===== config.mk =====
export PLATFORM = sky130hd
export DESIGN_NAME = cla_seg_sequencer_flat
export DESIGN_NICKNAME = d
export VERILOG_FILES = /design/src/rtl/cla_seg_sequencer_if.sv /design/src/rtl/cla_seg_sequencer.sv /design/src/flat_wrapper.sv
export SDC_FILE = /design/constraint.sdc
export NUM_CORES = 1
export LEC_CHECK = 0
export ABC_CLOCK_PERIOD_IN_PS = 4200
export CORE_ASPECT_RATIO = 1.1
export CORE_MARGIN = 3
export CORE_UTILIZATION = 35
export CTS_CLUSTER_SIZE = 30
export DETAILED_ROUTE_END_ITERATION = 8
export RECOVER_POWER = 50
export SYNTH_ARGS = -nofsm -noshare
export SYNTH_HDL_FRONTEND = slang
export SYNTH_SLANG_ARGS = --single-unit

===== constraint.sdc =====
create_clock -name clk -period 4.2 [get_ports clk]
set_input_delay 0.63 -clock clk [delete_from_list [all_inputs] [get_ports clk]]
set_output_delay 0.63 -clock clk [all_outputs]
set_load 0.005 [all_outputs]

===== src/rtl/cla_seg_sequencer_if.sv =====
// Handshake and operand/result bundle for cla_seg_sequencer.
// Optional subtract port is present only when CLA_SEQ_SUB_EN is defined.
interface cla_seg_sequencer_if #(
    parameter int unsigned WIDTH = 32
);
    logic             in_valid;
    logic             in_ready;
    logic [WIDTH-1:0] a;
    logic [WIDTH-1:0] b;
    logic             c_in;
`ifdef CLA_SEQ_SUB_EN
    logic             sub;
`endif
    logic             out_valid;
    logic             out_ready;
    logic [WIDTH-1:0] sum;
    logic             c_out;
    logic             overflow;
    logic             busy;

    // Producer/consumer side (drives operands, takes results)
    modport master (
`ifdef CLA_SEQ_SUB_EN
        output sub,
`endif
        output in_valid, a, b, c_in, out_ready,
        input  in_ready, out_valid, sum, c_out, overflow, busy
    );

    // Sequencer side
    modport slave (
`ifdef CLA_SEQ_SUB_EN
        input  sub,
`endif
        input  in_valid, a, b, c_in, out_ready,
        output in_ready, out_valid, sum, c_out, overflow, busy
    );
endinterface


===== src/rtl/cla_seg_sequencer.sv =====
// Multi-cycle WIDTH-bit adder that steps one SEG-bit carry-lookahead slice
// across the operands, LSB segment first, registering the inter-segment carry.
// Optional feature: define CLA_SEQ_SUB_EN to add the sub port (a - b).
module cla_seg_sequencer #(
    parameter int unsigned WIDTH = 32,
    parameter int unsigned SEG   = 8
) (
    input logic               clk,
    input logic               rst,
    cla_seg_sequencer_if.slave bus
);
    localparam int unsigned N    = WIDTH / SEG;
    localparam int unsigned IdxW = (N > 1) ? $clog2(N) : 1;

    typedef enum logic [1:0] {StIdle, StRun, StDone} state_e;

    state_e            state_q, state_d;
    logic [WIDTH-1:0]  a_q, a_d;
    logic [WIDTH-1:0]  b_q, b_d;
    logic [WIDTH-1:0]  sum_q, sum_d;
    logic              carry_q, carry_d;
    logic              c_out_q, c_out_d;
    logic              ovf_q, ovf_d;
    logic [IdxW-1:0]   seg_idx_q, seg_idx_d;

    logic              accept;
    logic              last_seg;

    logic [SEG-1:0]    sl_a, sl_b, sl_g, sl_p, sl_sum;
    logic              sl_cout;
    logic              sl_cmsb;

    assign accept   = (state_q == StIdle) && bus.in_valid;
    assign last_seg = (seg_idx_q == IdxW'(N - 1));

    // Lookahead slice: each carry is a flat sum-of-products of g/p and carry-in
    always_comb begin
        logic cc, pp, c_prev;
        sl_a    = a_q[seg_idx_q*SEG +: SEG];
        sl_b    = b_q[seg_idx_q*SEG +: SEG];
        sl_g    = sl_a & sl_b;
        sl_p    = sl_a ^ sl_b;
        sl_sum  = '0;
        sl_cmsb = 1'b0;
        c_prev  = carry_q;
        cc      = 1'b0;
        pp      = 1'b0;
        for (int i = 0; i < int'(SEG); i++) begin
            sl_sum[i] = sl_p[i] ^ c_prev;
            if (i == int'(SEG) - 1) sl_cmsb = c_prev;
            cc = sl_g[i];
            pp = sl_p[i];
            for (int j = i - 1; j >= 0; j--) begin
                cc = cc | (pp & sl_g[j]);
                pp = pp & sl_p[j];
            end
            c_prev = cc | (pp & carry_q);
        end
        sl_cout = c_prev;
    end

    // State register
    always_ff @(posedge clk or posedge rst) begin
        if (rst) state_q <= StIdle;
        else     state_q <= state_d;
    end

    // Next-state logic
    always_comb begin
        state_d = state_q;
        unique case (state_q)
            StIdle:  if (bus.in_valid)  state_d = StRun;
            StRun:   if (last_seg)      state_d = StDone;
            StDone:  if (bus.out_ready) state_d = StIdle;
            default:                    state_d = StIdle;
        endcase
    end

    // Handshake and result outputs
    always_comb begin
        bus.in_ready  = (state_q == StIdle);
        bus.out_valid = (state_q == StDone);
        bus.busy      = (state_q == StRun) || (state_q == StDone);
        bus.sum       = sum_q;
        bus.c_out     = c_out_q;
        bus.overflow  = ovf_q;
    end

    // Datapath next-state: latch on accept, fold in one segment per RUN cycle
    always_comb begin
        a_d       = a_q;
        b_d       = b_q;
        sum_d     = sum_q;
        carry_d   = carry_q;
        c_out_d   = c_out_q;
        ovf_d     = ovf_q;
        seg_idx_d = seg_idx_q;
        if (accept) begin
            a_d       = bus.a;
            b_d       = bus.b;
            carry_d   = bus.c_in;
`ifdef CLA_SEQ_SUB_EN
            // a - b = a + ~b + 1
            if (bus.sub) begin
                b_d     = ~bus.b;
                carry_d = 1'b1;
            end
`endif
            seg_idx_d = '0;
            sum_d     = '0;
        end else if (state_q == StRun) begin
            sum_d[seg_idx_q*SEG +: SEG] = sl_sum;
            carry_d   = sl_cout;
            seg_idx_d = seg_idx_q + IdxW'(1);
            if (last_seg) begin
                c_out_d = sl_cout;
                ovf_d   = sl_cmsb ^ sl_cout;
            end
        end
    end

    // Datapath registers
    always_ff @(posedge clk or posedge rst) begin
        if (rst) begin
            a_q       <= '0;
            b_q       <= '0;
            sum_q     <= '0;
            carry_q   <= 1'b0;
            c_out_q   <= 1'b0;
            ovf_q     <= 1'b0;
            seg_idx_q <= '0;
        end else begin
            a_q       <= a_d;
            b_q       <= b_d;
            sum_q     <= sum_d;
            carry_q   <= carry_d;
            c_out_q   <= c_out_d;
            ovf_q     <= ovf_d;
            seg_idx_q <= seg_idx_d;
        end
    end
endmodule


===== src/flat_wrapper.sv =====
// flat-port wrapper written by rule: the top's interface ports become plain ports
module cla_seg_sequencer_flat 
#(
    parameter int unsigned WIDTH = 32,
    parameter int unsigned SEG   = 8
)
  (clk, rst, bus_in_valid, bus_a, bus_b, bus_c_in, bus_out_ready, bus_in_ready, bus_out_valid, bus_sum, bus_c_out, bus_overflow, bus_busy);
  cla_seg_sequencer_if #(.WIDTH(WIDTH)) bus_i ();
  input logic clk;
  input logic rst;
  input wire logic [$bits(bus_i.in_valid)-1:0] bus_in_valid;
  input wire logic [$bits(bus_i.a)-1:0] bus_a;
  input wire logic [$bits(bus_i.b)-1:0] bus_b;
  input wire logic [$bits(bus_i.c_in)-1:0] bus_c_in;
  input wire logic [$bits(bus_i.out_ready)-1:0] bus_out_ready;
  output wire logic [$bits(bus_i.in_ready)-1:0] bus_in_ready;
  output wire logic [$bits(bus_i.out_valid)-1:0] bus_out_valid;
  output wire logic [$bits(bus_i.sum)-1:0] bus_sum;
  output wire logic [$bits(bus_i.c_out)-1:0] bus_c_out;
  output wire logic [$bits(bus_i.overflow)-1:0] bus_overflow;
  output wire logic [$bits(bus_i.busy)-1:0] bus_busy;
  assign bus_i.in_valid = bus_in_valid;
  assign bus_i.a = bus_a;
  assign bus_i.b = bus_b;
  assign bus_i.c_in = bus_c_in;
  assign bus_i.out_ready = bus_out_ready;
  assign bus_in_ready = bus_i.in_ready;
  assign bus_out_valid = bus_i.out_valid;
  assign bus_sum = bus_i.sum;
  assign bus_c_out = bus_i.c_out;
  assign bus_overflow = bus_i.overflow;
  assign bus_busy = bus_i.busy;
  cla_seg_sequencer #(.WIDTH(WIDTH), .SEG(SEG)) u_core (.clk(clk), .rst(rst), .bus(bus_i));
endmodule

### After elaboration in Yosys (flattened, before gate mapping)

Cells that the tools add are included.

* flip-flop bits (word level): 103
* logic and storage cells: 149
* input port bits: 69
* output and inout bits: 37

* $add $sub $neg: 2
* mux-type cells: 11
* reductions and logical operators: 6
* equal/unequal tests: 6
* shifts and indexed selects: 4
* bitwise logic cells: 112

Operators with widths (number)
* 1-bit bitwise AND: 64
* 32-bit two-way mux: 2
* 32-bit by 6-bit variable part select with 8-bit output: 2
* 1-bit bitwise OR: 36
* 5-bit negation with 34-bit output: 1
* 8-bit by 34-bit variable shift with 32-bit output (first input constant): 1
* 8-bit by 34-bit variable part select with 32-bit output: 1
* 32-bit bitwise mux: 1
* 2-bit two-way mux: 5
* 1-bit XOR: 9
* 8-bit bitwise AND: 1
* 8-bit XOR: 1
* 2-bit one-hot mux with 3 select lines: 1
* 3-bit AND reduction: 2
* 2-bit equality test (second input constant): 2
* 2-bit != test (second input constant): 2
* 2-bit by 1-bit adder with 2-bit output (second input constant): 1
* 2-bit by 1-bit equality test with 1-bit output (second input constant): 1
* 2-bit zero test: 1
* 1-bit two-way mux: 2
* 2-bit by 1-bit != test with 1-bit output (second input constant): 1
* 2-bit nonzero test: 1
* 1-bit logical AND: 1
* 1-bit logical OR: 1
* 1-bit NOT: 1

### Logic depth before layout (Yosys ltp)

* depth after elaboration: 15
* gate-level depth with buffers: 9
* gate-level depth less buffers: 7

### Least setup slack after synthesis

No wires, ideal clock.

* path type: register -> register
* start point: register u_core.seg_idx_q[0]
* end point: register u_core.sum_q[30] (netlist: u_core.bus.sum[30])
* data required time: 4.070 ns
* buffers on the path: 2
* period minus slack after synthesis: 2.785 ns
* arrival time: 2.656 ns
* slack: 1.415 ns
* stages on the path, launching flop included: 10
* library setup time: 0.130 ns
* path through: dfrtp_1 -> buf_2 -> buf_4 -> mux4_2 -> ha_1 -> or2_1 -> a21o_1 -> a31oi_2 -> xor2_2 -> o21ai_0

* longest elaborated chain between the ends: 15
* elaborated cells between the ends (all ways): 95
* classes of those cells: 1 x add/sub; 4 x shift; 3 x mux; 87 x bitwise

Ends and longest elaborated chain
* start, declared: RTL line cla_seg_sequencer.sv:24 `logic [IdxW-1:0] seg_idx_q, seg_idx_d;`
* start signal, assigned: RTL line cla_seg_sequencer.sv:139 `seg_idx_q <= seg_idx_d;`
* 32-bit by 6-bit variable part select with 8-bit output, on equally long branches: RTL line cla_seg_sequencer.sv:39, cla_seg_sequencer.sv:40
* 8-bit XOR / 8-bit bitwise AND (equally long branches): RTL line cla_seg_sequencer.sv:42, cla_seg_sequencer.sv:41
* 1-bit bitwise AND, on equally long branches: RTL line cla_seg_sequencer.sv:54, cla_seg_sequencer.sv:55
* 1-bit bitwise OR, or another cell as far along (5 in a row): RTL line cla_seg_sequencer.sv:54 `cc = cc | (pp & sl_g[j]);`
* 1-bit bitwise OR / 1-bit bitwise AND (equally long branches): RTL line cla_seg_sequencer.sv:54, cla_seg_sequencer.sv:57
* 1-bit bitwise OR: RTL line cla_seg_sequencer.sv:57 `c_prev = cc | (pp & carry_q);`
* 1-bit XOR: RTL line cla_seg_sequencer.sv:49 `sl_sum[i] = sl_p[i] ^ c_prev;`
* 8-bit by 34-bit variable part select with 32-bit output: RTL line cla_seg_sequencer.sv:112 `sum_d[seg_idx_q*SEG +: SEG] = sl_sum;`
* 32-bit bitwise mux *: RTL line cla_seg_sequencer.sv:112
* 32-bit two-way mux *: RTL line cla_seg_sequencer.sv:111 `end else if (state_q == StRun) begin`
* 32-bit two-way mux *: RTL line cla_seg_sequencer.sv:98 `if (accept) begin`
* end signal, assigned: RTL line cla_seg_sequencer.sv:135 `sum_q <= sum_d;`
* end, declared: RTL line cla_seg_sequencer.sv:20 `logic [WIDTH-1:0] sum_q, sum_d;`

Mark *: on every way between the ends. The rest lies on a longest branch, timed or not. The select of a mux whose other input is x is not followed.
A chain may end at the register's enable or synchronous reset.

### Final worst setup path

Same ends and word-level chain as after synthesis.

==> impl_metrics.tcl <==
set metrics [dict create \
    coreArea_sq_um 12900 \
    drtAntennaViolNets 0 \
    hold_viol_final 0 \
    cp_data_arrival_time_ns 3.44 \
    ys_seq_elements 103 \
    netlist_top_cells_area "dfrtp_1, nand2_1, mux4_2" \
    synthFlopType "dfrtp_1" \
    slew-limit-headroom_pct -18.2 \
    clock_latency_ns 0.35 \
    crit_end "u_core.bus.sum[30]" \
    gp_congestion 0.797 \
    tritoncts "yes" \
    worstMarginPinSlew_ns 1.77 \
    rsz0062_at_grt "no" \
    clock-sinks 103 \
    postLayoutCoreUtil_pct 48.1 \
    port_buffers 105 \
    grt_antenna_before_repair 0 \
    area_growth_pct 31.0 \
    max-clock-path-buffers 2 \
    fin_area_sq_um 6210 \
    worstHoldStart "u_core.b_q[15]" \
    via_per_inst 4.95 \
    start_util_pct 36.7 \
    io_pins 106 \
    die_y_microns 128 \
    fin_cells 725 \
    die_x_microns 117 \
    cts.repair.resized 0 \
    max-cap-violations 1 \
    ys_async_sr_fraction_pct 100 \
    r2r_end "u_core.bus.sum[30]" \
    cts_made_buffers 9 \
    ctsHoldBuffers 0 \
    p_total_mw 4.76 \
    die_area_sq_um 15000 \
    clkSlewWorstSetupHoldPaths_ns 0.07 \
    post-cts-setup-buffers 0 \
    syn_inst 464 \
    htreeDepth 3 \
    synth_top_cell_by_area "dfrtp_1" \
    violations "capacitance limit, slew limit" \
    ff2ff_path_depth 8 \
    syn_area_sq_um 4740 \
    yosysWarnings 0 \
    drcViolationCount 0 \
    grt_max_degree 87 \
    layout_commonest_cell "nand2_1" \
    fin_crit_sh_pct 76.7 \
    n_antenna_cell 0 \
    grt_usage_pct 15.8 \
    nets 650 \
    yosysSeqAreaShare_pct 54.4 \
    layout-drive-gt1-share_pct 8.80 \
    drtIter0Drc 219 \
    crit_start "u_core.seg_idx_q[0]" \
    synth_area_per_cell_sq_um 10.2 \
    timing.final.ws_setup_ns 0.979 \
    cts_root_buffer "clkbuf_16" \
    critPathLaunchType "flip-flop" \
    layout_common_cells "nand2_1, dfrtp_1, clkdlybuf4s50_1, a22o_1, ha_1" \
    num_vias 3588 \
    crit_type "reg2reg" \
    finalSetupTns_ns 0 \
    synth_top_area_share_pct 54.4 \
    cp_max_fo 14 \
    irDropWorstVdd_uv 377 \
    dp_hpwl_microns 8500 \
    crit_slowest_cell "dfrtp_1" \
    synth-edff-count 0 \
    path_cells "buf_4 > mux4_2 > ha_1 > or2_1 > a21o_1 > a31oi_2 > xor2_2 > o21ai_0" \
    cp-end-kind "flip-flop" \
    skew_ns 0.00859 \
    hold_ws_ns 0.477 \
    overflow 0 \
    grt_pass1_wl_microns 18600 \
    hp-class "reg2reg" \
    r2r_start "u_core.seg_idx_q[0]" \
    dp.cells 709 \
    rows 43 \
    crit_required_ns 4.42 \
    first_global_vias 3748 \
    power.density_nw_per_um2 767 \
    fill_cells 1250 \
    synth_fp_nets 551 \
    drtPass1Iterations 5 \
    status "finished, violations left" \
    rrSetupSlack_ns 0.98 \
    fmaxAchievable_mhz 310 \
    routed_wl_microns 11500 \
    fin_crit_ns 3.22 \
    setup_violations 0 \
    post-place-ws_ns 0.943 \
    final-max-slew-violation-count 87 \
    cellLeakagePower_nw 2.99 \
    cpPeakStageDelay_ns 0.83 \
    ys_types 41 \
    place_area_sq_um 5930 \
    wl_per_cell_microns 15.8 \
]
==> where the power goes <==
| part | switching [mW] | total (mW) | internal (mW) |
|---|---|---|---|
| Combinational | 1.29 | 2.32 | 1.03 |
| Sequential | 0.280 | 1.65 | 1.37 |
| Clock | 0.378 | 0.798 | 0.420 |
| Total | 1.95 | 4.76 | 2.81 |
==> per-layer routing <==
layer,wire length [microns],global-route usage [%]
met5,0,0
met4,250,6.21
met3,507,2.69
met2,5660,26.2
met1,5040,20.6
==> synthesized netlist by cell type (2+ instances only) <==
cell type	instances
mux4_2	16
a21oi_1	6
dfrtp_1	103
o21ai_1	8
nand3_1	3
nand2_1	206
clkbuf_1	11
ha_1	17
nor2_1	8
xor2_1	2
buf_4	2
buf_2	7
mux2_2	2
inv_1	11
o21ai_0	5
mux2i_1	2
nor3_1	2
a21o_1	2
a22o_1	23
a21oi_2	2
xnor2_1	5
o21bai_1	2
==> sequential cells by signal, indices dropped and copies added, names as in the netlist <==
register,flops
u_core.a_q,32
u_core.b_q,32
u_core.bus.sum,32
u_core.seg_idx_q,2
u_core.state_q,2
u_core.bus.c_out,1
u_core.bus.overflow,1
u_core.carry_q,1
==> area by class of cell <==
cell class	count	area (sq um)	area share, %
tap	157	196	3.17
clock inverter	6	42.5	0.685
inverter	11	41.3	0.665
timing repair buffer	109	1080	17.4
clock buffer	10	239	3.85
sequential	103	2580	41.5
multi-input combinational	329	2030	32.7
==> critical path, delay by kind of cell (launching register included) <==
family	cells	cell delay, ns
flip-flops	1	0.83
AO/OA/AOI/OAI	3	0.57
multiplexers	1	0.52
adder cells (fa/ha/maj)	1	0.35
buffers and inverters	1	0.33
AND/OR/NAND/NOR	1	0.25
XOR/XNOR	1	0.24
==> cell families after synthesis <==
kind of cell	synth area share (%)
adder cells (fa/ha/maj)	4.91
AND/OR/NAND/NOR	18.5
AO/OA/AOI/OAI	9.14
multiplexers	8.50
buffers and inverters	2.88
XOR/XNOR	1.64
flip-flops	54.4
==> worst min-delay path by stage <==
stage	to	slack [ns]	depth (start not counted)
3_3_place_gp	u_core.b_q[23]	0.45	2
3_5_place_dp	u_core.b_q[6]	0.46	2
2_1_floorplan	u_core.a_q[16]	0.44	2
6_report	u_core.b_q[15]	0.48	2
5_1_grt	u_core.b_q[23]	0.50	2
4_1_cts	u_core.b_q[11]	0.48	2
Note: power is estimated with default switching activity, not from simulation.
